[src/rtl/digit_row_renderer_if.sv]
// Signal bundle between the digit row renderer, the VGA timing generator,
// the digit ROM bank and the colour mux. The renderer uses the master side.
interface digit_row_renderer_if;
    logic         pix_en;     // one-clk pixel tick
    logic [9:0]   hcount;     // current pixel column
    logic [9:0]   vcount;     // current line
    logic         vid_on;     // active-video flag
    logic [3:0]   digit_in;   // glyph value, 1..9 valid
    logic [9:0]   org_x;      // glyph left column
    logic [9:0]   org_y;      // glyph top line
    logic [6:0]   rom_addr;   // row index to ROM bank
    logic [3:0]   rom_digit;  // glyph select to ROM bank (glyph-1)
    logic [127:0] rom_data;   // ROM row, valid one clk after address change
    logic         pix_out;    // serialized glyph pixel
    logic         busy;       // fetch or render in progress

    modport master (
        input  pix_en, hcount, vcount, vid_on, digit_in, org_x, org_y, rom_data,
        output rom_addr, rom_digit, pix_out, busy
    );

    modport slave (
        output pix_en, hcount, vcount, vid_on, digit_in, org_x, org_y, rom_data,
        input  rom_addr, rom_digit, pix_out, busy
    );
endinterface

[src/rtl/digit_row_renderer.sv]
// Digit row renderer: during horizontal blanking it fetches the glyph row
// for the next scan line from the digit ROM bank, latches it, and on that
// line shifts it out MSB-first as a 1-bit pixel stream from column org_x.
// The first bit is emitted on the tick where hcount matches org_x, so
// pix_out lags the column it belongs to by exactly one pixel tick.
module digit_row_renderer #(
    parameter int SPRITE_H = 128,  // glyph height in rows, at most 128
    parameter int H_ACTIVE = 640,  // visible pixels per line
    parameter int H_LOAD   = 640,  // column where the next-line fetch is evaluated
    parameter int V_TOTAL  = 525   // lines per frame
) (
    input  logic                 clk,
    input  logic                 reset,
    digit_row_renderer_if.master bus
);

    typedef enum logic [2:0] {
        S_IDLE,
        S_FETCH,
        S_LATCH,
        S_WAIT_X,
        S_SHIFT
    } state_e;

    state_e         state_q, state_d;
    logic [6:0]     rom_addr_q, rom_addr_d;
    logic [3:0]     rom_digit_q, rom_digit_d;
    logic [127:0]   line_buf_q, line_buf_d;
    logic [6:0]     bit_cnt_q, bit_cnt_d;
    logic           pix_q, pix_d;

    logic [9:0]     next_line;
    logic [9:0]     row;
    logic           digit_ok;
    logic           at_load;
    logic           fetch_ok;
    logic           x_match;

    // Next-line arithmetic and the fetch / origin match conditions.
    always_comb begin
        next_line = (bus.vcount == 10'(V_TOTAL - 1)) ? 10'd0 : bus.vcount + 10'd1;
        // Unsigned 10-bit difference: lines above org_y wrap to a large value
        // and fail the height test below.
        row       = next_line - bus.org_y;
        digit_ok  = (bus.digit_in >= 4'd1) && (bus.digit_in <= 4'd9);
        at_load   = bus.pix_en && (bus.hcount == 10'(H_LOAD));
        fetch_ok  = at_load && (row < 10'(SPRITE_H)) && digit_ok;
        // The origin only matches inside the visible region, so an org_x in
        // blanking never starts a render and WAIT_X is left at H_LOAD instead.
        x_match   = bus.pix_en && (bus.hcount == bus.org_x) &&
                    (bus.hcount < 10'(H_ACTIVE));
    end

    // Next-state and datapath decode for fetch, latch, wait and shift.
    always_comb begin
        // NOTE: every _d takes its _q value first, so no branch can leave one unassigned and infer a latch.
        state_d     = state_q;
        rom_addr_d  = rom_addr_q;
        rom_digit_d = rom_digit_q;
        line_buf_d  = line_buf_q;
        bit_cnt_d   = bit_cnt_q;
        pix_d       = pix_q;

        unique case (state_q)
            S_IDLE: begin
                if (bus.pix_en) begin
                    pix_d = 1'b0;
                end
                if (fetch_ok) begin
                    rom_addr_d  = row[6:0];
                    rom_digit_d = bus.digit_in - 4'd1;
                    state_d     = S_FETCH;
                end
            end

            S_FETCH: begin
                // Give the ROM a full pixel tick to settle on the new address.
                if (bus.pix_en) begin
                    pix_d   = 1'b0;
                    state_d = S_LATCH;
                end
            end

            S_LATCH: begin
                // Single clk, independent of pix_en.
                line_buf_d = bus.rom_data;
                bit_cnt_d  = 7'd0;
                state_d    = S_WAIT_X;
            end

            S_WAIT_X, S_SHIFT: begin
                if (at_load) begin
                    // Clip at the load column: drop the unsent bits and
                    // evaluate the next-line fetch exactly as IDLE would.
                    pix_d      = 1'b0;
                    line_buf_d = '0;
                    state_d    = S_IDLE;
                    if (fetch_ok) begin
                        rom_addr_d  = row[6:0];
                        rom_digit_d = bus.digit_in - 4'd1;
                        state_d     = S_FETCH;
                    end
                end else if ((state_q == S_SHIFT && bus.pix_en) ||
                             (state_q == S_WAIT_X && x_match)) begin
                    pix_d      = line_buf_q[127] & bus.vid_on;
                    line_buf_d = {line_buf_q[126:0], 1'b0};
                    bit_cnt_d  = bit_cnt_q + 7'd1;
                    if (state_q == S_WAIT_X) begin
                        state_d = S_SHIFT;
                    end else if (bit_cnt_q == 7'd127) begin
                        state_d = S_IDLE;
                    end
                end
            end

            default: begin
                state_d = S_IDLE;
            end
        endcase
    end

    // State and datapath registers with synchronous reset.
    always_ff @(posedge clk) begin
        // NOTE: sequential state uses non-blocking assignments so every register samples pre-edge values.
        if (reset) begin
            state_q     <= S_IDLE;
            rom_addr_q  <= 7'd0;
            rom_digit_q <= 4'd0;
            // NOTE: the row buffer is cleared on reset so a stale glyph row can never be shifted out.
            line_buf_q  <= '0;
            bit_cnt_q   <= 7'd0;
            pix_q       <= 1'b0;
        end else begin
            state_q     <= state_d;
            rom_addr_q  <= rom_addr_d;
            rom_digit_q <= rom_digit_d;
            line_buf_q  <= line_buf_d;
            bit_cnt_q   <= bit_cnt_d;
            pix_q       <= pix_d;
        end
    end

    // Output drive.
    always_comb begin
        bus.rom_addr  = rom_addr_q;
        bus.rom_digit = rom_digit_q;
        bus.pix_out   = pix_q;
        bus.busy      = (state_q != S_IDLE);
    end

endmodule

[src/flat_wrapper.sv]
// flat-port wrapper written by rule: the top's interface ports become plain ports
module digit_row_renderer_flat 
#(
    parameter int SPRITE_H = 128,                                      
    parameter int H_ACTIVE = 640,                            
    parameter int H_LOAD   = 640,                                                  
    parameter int V_TOTAL  = 525                     
)
  (clk, reset, bus_pix_en, bus_hcount, bus_vcount, bus_vid_on, bus_digit_in, bus_org_x, bus_org_y, bus_rom_data, bus_rom_addr, bus_rom_digit, bus_pix_out, bus_busy);
  digit_row_renderer_if bus_i ();
  input  logic clk;
  input  logic reset;
  input wire logic [$bits(bus_i.pix_en)-1:0] bus_pix_en;
  input wire logic [$bits(bus_i.hcount)-1:0] bus_hcount;
  input wire logic [$bits(bus_i.vcount)-1:0] bus_vcount;
  input wire logic [$bits(bus_i.vid_on)-1:0] bus_vid_on;
  input wire logic [$bits(bus_i.digit_in)-1:0] bus_digit_in;
  input wire logic [$bits(bus_i.org_x)-1:0] bus_org_x;
  input wire logic [$bits(bus_i.org_y)-1:0] bus_org_y;
  input wire logic [$bits(bus_i.rom_data)-1:0] bus_rom_data;
  output wire logic [$bits(bus_i.rom_addr)-1:0] bus_rom_addr;
  output wire logic [$bits(bus_i.rom_digit)-1:0] bus_rom_digit;
  output wire logic [$bits(bus_i.pix_out)-1:0] bus_pix_out;
  output wire logic [$bits(bus_i.busy)-1:0] bus_busy;
  assign bus_i.pix_en = bus_pix_en;
  assign bus_i.hcount = bus_hcount;
  assign bus_i.vcount = bus_vcount;
  assign bus_i.vid_on = bus_vid_on;
  assign bus_i.digit_in = bus_digit_in;
  assign bus_i.org_x = bus_org_x;
  assign bus_i.org_y = bus_org_y;
  assign bus_i.rom_data = bus_rom_data;
  assign bus_rom_addr = bus_i.rom_addr;
  assign bus_rom_digit = bus_i.rom_digit;
  assign bus_pix_out = bus_i.pix_out;
  assign bus_busy = bus_i.busy;
  digit_row_renderer #(.SPRITE_H(SPRITE_H), .H_ACTIVE(H_ACTIVE), .H_LOAD(H_LOAD), .V_TOTAL(V_TOTAL)) u_core (.clk(clk), .reset(reset), .bus(bus_i));
endmodule
[config.mk]
export PLATFORM = sky130hd
export DESIGN_NAME = digit_row_renderer_flat
export DESIGN_NICKNAME = d
export VERILOG_FILES = /design/src/rtl/digit_row_renderer_if.sv /design/src/rtl/digit_row_renderer.sv /design/src/flat_wrapper.sv
export SDC_FILE = /design/constraint.sdc
export NUM_CORES = 1
export LEC_CHECK = 0
export CORE_MARGIN = 3
export CORE_UTILIZATION = 44
export CTS_BUF_LIST = sky130_fd_sc_hd__clkbuf_8 sky130_fd_sc_hd__clkbuf_16
export DETAILED_ROUTE_END_ITERATION = 12
export PLACE_DENSITY = 0.73
export SYNTH_ARGS = -nofsm -noshare
export SYNTH_HDL_FRONTEND = slang
export SYNTH_SLANG_ARGS = --single-unit
[constraint.sdc]
create_clock -name clk -period 7 [get_ports clk]
set_input_delay 0.7 -clock clk [delete_from_list [all_inputs] [get_ports clk]]
set_output_delay 0.7 -clock clk [all_outputs]
set_load 0.01 [all_outputs]
==> reports/summary.txt <==
Setup crit start kind: input port
DRT iter0 DRCs: 614
cts hold-fix bufs: 0
num rows: 47
HPWL Detailed: 13000 um
chip width: 138 um
vias per inst: 5.98
pre-CTS setup slack: 1540 ps
Synth Register Bits: 150
initial antenna violation count: 0
CTS tree: built
synth unique cells: 59
delay-heaviest family, CP: simple AND/OR/NAND/NOR gates
status: finished clean
# setup viols final: 0
Synth warnings: 0
number of global-route vias before repair: 6804
clock-pin slew on the worst setup and hold paths: 60 ps
setup TNS: 0 ps
GR Overflow Total: 0
Remaining DRCs: 0
Pleak: 3.43 nW
Worst EP arrival: 5370 ps
WP data required: 7310 ps
diode count: 0
Initial Util: 0.454
register area share after synthesis: 0.395
PwrDens: 200 nW/um^2
global-route wire length before repair: 33800 um
Cells after Synth: 871
core area: 16800 sq um
most frequent cells in the layout: 187 x clkdlybuf4s50_1, 150 x dfxtp_1, 133 x a211oi_1
RSZ-0062 raised after global routing: no
H-tree level count: 4
Post-synth EDFFs: 0
worst min path class: reg -> reg
Vias: 7340
peak per-stage delay on the critical path: 940 ps
pin count of the biggest net entering global routing: 102
peak supply drop: 0.165 mV
clock root buffer master: clkbuf_16
final hold vios: 0
Routed Antenna Nets: 0
Synth Flop Type: dfxtp_1
commonest non-fill, non-tap cell in the layout: clkdlybuf4s50_1
GRT Util Overall: 0.218
Avg Synthesized Cell Area: 8.74 sq um
slowest stage cell, crit path: a2111oi_4
Post-CTS Setup Inserts: 0
wire length per cell: 17.2 um
CTS sink count: 150
Die H: 138 um
post-cts repair resize count: 0
Nets: 1186
Max Cap Viol: 0
Setup CP Type: in -> reg
die area: 18900 sq um
crit path buf inv count: 3
Max Clk Rate: 0.198 GHz
Least-Margin Pin Slew: 1210 ps
minimum clock period: 5060 ps
final period utilization: 0.723
Routed WL: 21100 um
CP Capture Type: flop
FFs w/ async S/R, synth: 0
clk_lat worst skew: 420 ps
Slew HR: 0.194
gp weighted congestion: 0.818
CTS max path bufs: 2
final setup margin: 1940 ps
# IOs: 189
input/output buffers: 188
Syn-to-layout area delta: 32.6%
layout cells sized above 1: 0.0635
worst path cell trace: clkdlybuf4s50_1, inv_1, ha_1, and4bb_2, and3_1, or2_2, ha_1, inv_1, fa_1, a211oi_1, nor3_1, mux2i_1, or4_2, a2111oi_4, mux2_2
Slew Viols, Final: 0
clk_skew: 8.63 ps
Cell Area, Synth: 7610 sq um
crit path max fanout: 11
Fill cells: 1478
total CTS buffers: 17
first-pass iteration count of the detailed router: 6
Syn Nets: 1062
## Yosys cell counts, types with 4 or more instances
cell | number | area (sq um)
nand3_1 | 10 | 50.1
a22oi_1 | 128 | 961
ha_1 | 14 | 175
clkbuf_1 | 71 | 267
nor2_1 | 14 | 52.6
mux2i_1 | 7 | 70.1
a21oi_1 | 22 | 110
a211oi_1 | 133 | 998
o21ai_0 | 9 | 45.0
a21o_1 | 6 | 45.0
nand4_1 | 5 | 31.3
mux2_4 | 4 | 60.1
or3_1 | 7 | 43.8
xnor2_1 | 16 | 140
nor4_1 | 4 | 25.0
and2_1 | 4 | 25.0
xor2_1 | 4 | 35.0
dfxtp_1 | 150 | 3000
nand2_1 | 28 | 105
nor2b_1 | 12 | 75.1
inv_1 | 20 | 75.1
nor3_1 | 130 | 651
buf_2 | 17 | 85.1
## state kept, by name (all words and copies together) (netlist names)
| signal | flops |
|---|---|
| u_core.state_q | 3 |
| u_core.bus.pix_out | 1 |
| u_core.bus.rom_digit | 4 |
| u_core.line_buf_q | 128 |
| u_core.bit_cnt_q | 7 |
| u_core.bus.rom_addr | 7 |
## per-layer routing
metal / routed length, um / GRT usage
met3: 1560 / 0.0592
met4: 168 / 0.0532
met1: 9880 / 0.312
met5: 0 / 0
met2: 9480 / 0.325
## path summary, 6_finish.rpt
kind / slack [ps] / start / to / cells after the start
max: 1940 / bus_vcount[0] / u_core.bus.rom_digit[3] / 15
min: 470 / u_core.bus.rom_addr[5] / u_core.bus.rom_addr[5] / 2
max reg2reg: 2860 / u_core.state_q[0] / u_core.line_buf_q[42] / 9
min reg2reg: 470 / u_core.bus.rom_addr[5] / u_core.bus.rom_addr[5] / 2
## report_power, final
group / internal, mW / total, mW / leakage [nW] / switching [mW]
Sequential: 0.853 / 0.853 / 1.21 / 0.0000227
Clock: 0.563 / 0.937 / 0.301 / 0.374
Combinational: 0.138 / 0.227 / 1.92 / 0.0884
Total: 1.55 / 2.02 / 3.43 / 0.463
## kinds of logic after synthesis
logic type / count (synthesis) / share of synthesized area
AOI/OAI and AO/OA: 319 / 0.309
xor gates and xnor gates: 20 / 0.0230
adders and majority gates: 15 / 0.0256
buffers and inverters: 112 / 0.0590
DFF: 150 / 0.395
muxes: 12 / 0.0186
and+or+nand+nor: 243 / 0.170
## area by class of cell
type	count	area, sq um	share of cell area
clock buffers	17	425	0.0421
clock inverters	15	176	0.0175
inverters	20	75.1	0.00744
multi-input cells	609	4190	0.415
flip-flops and latches	150	3000	0.297
well taps	220	275	0.0273
repair buffers	197	1950	0.193
## worst register-to-register path: cells and delay by family (launching register included)
family,cells,cell delay (ps)
and+or+nand+nor,3,1330
AOI/OAI and AO/OA,3,420
DFF,1,530
buffers and inverters,3,1720
## metrics by stage
step            util  hold slack (ps)  area (sq um)  cells  power (mW)
2_1_floorplan      -              452          7610    871       0.973
3_3_place_gp   0.566              446          9490   1196        1.10
3_5_place_dp   0.566              464          9490   1196        1.10
4_1_cts        0.602              472         10100   1228        2.03
5_1_grt        0.602              482         10100   1228        2.09
6_report       0.602              470         10100   1228        2.02
Power figures use the tool's default switching activity.
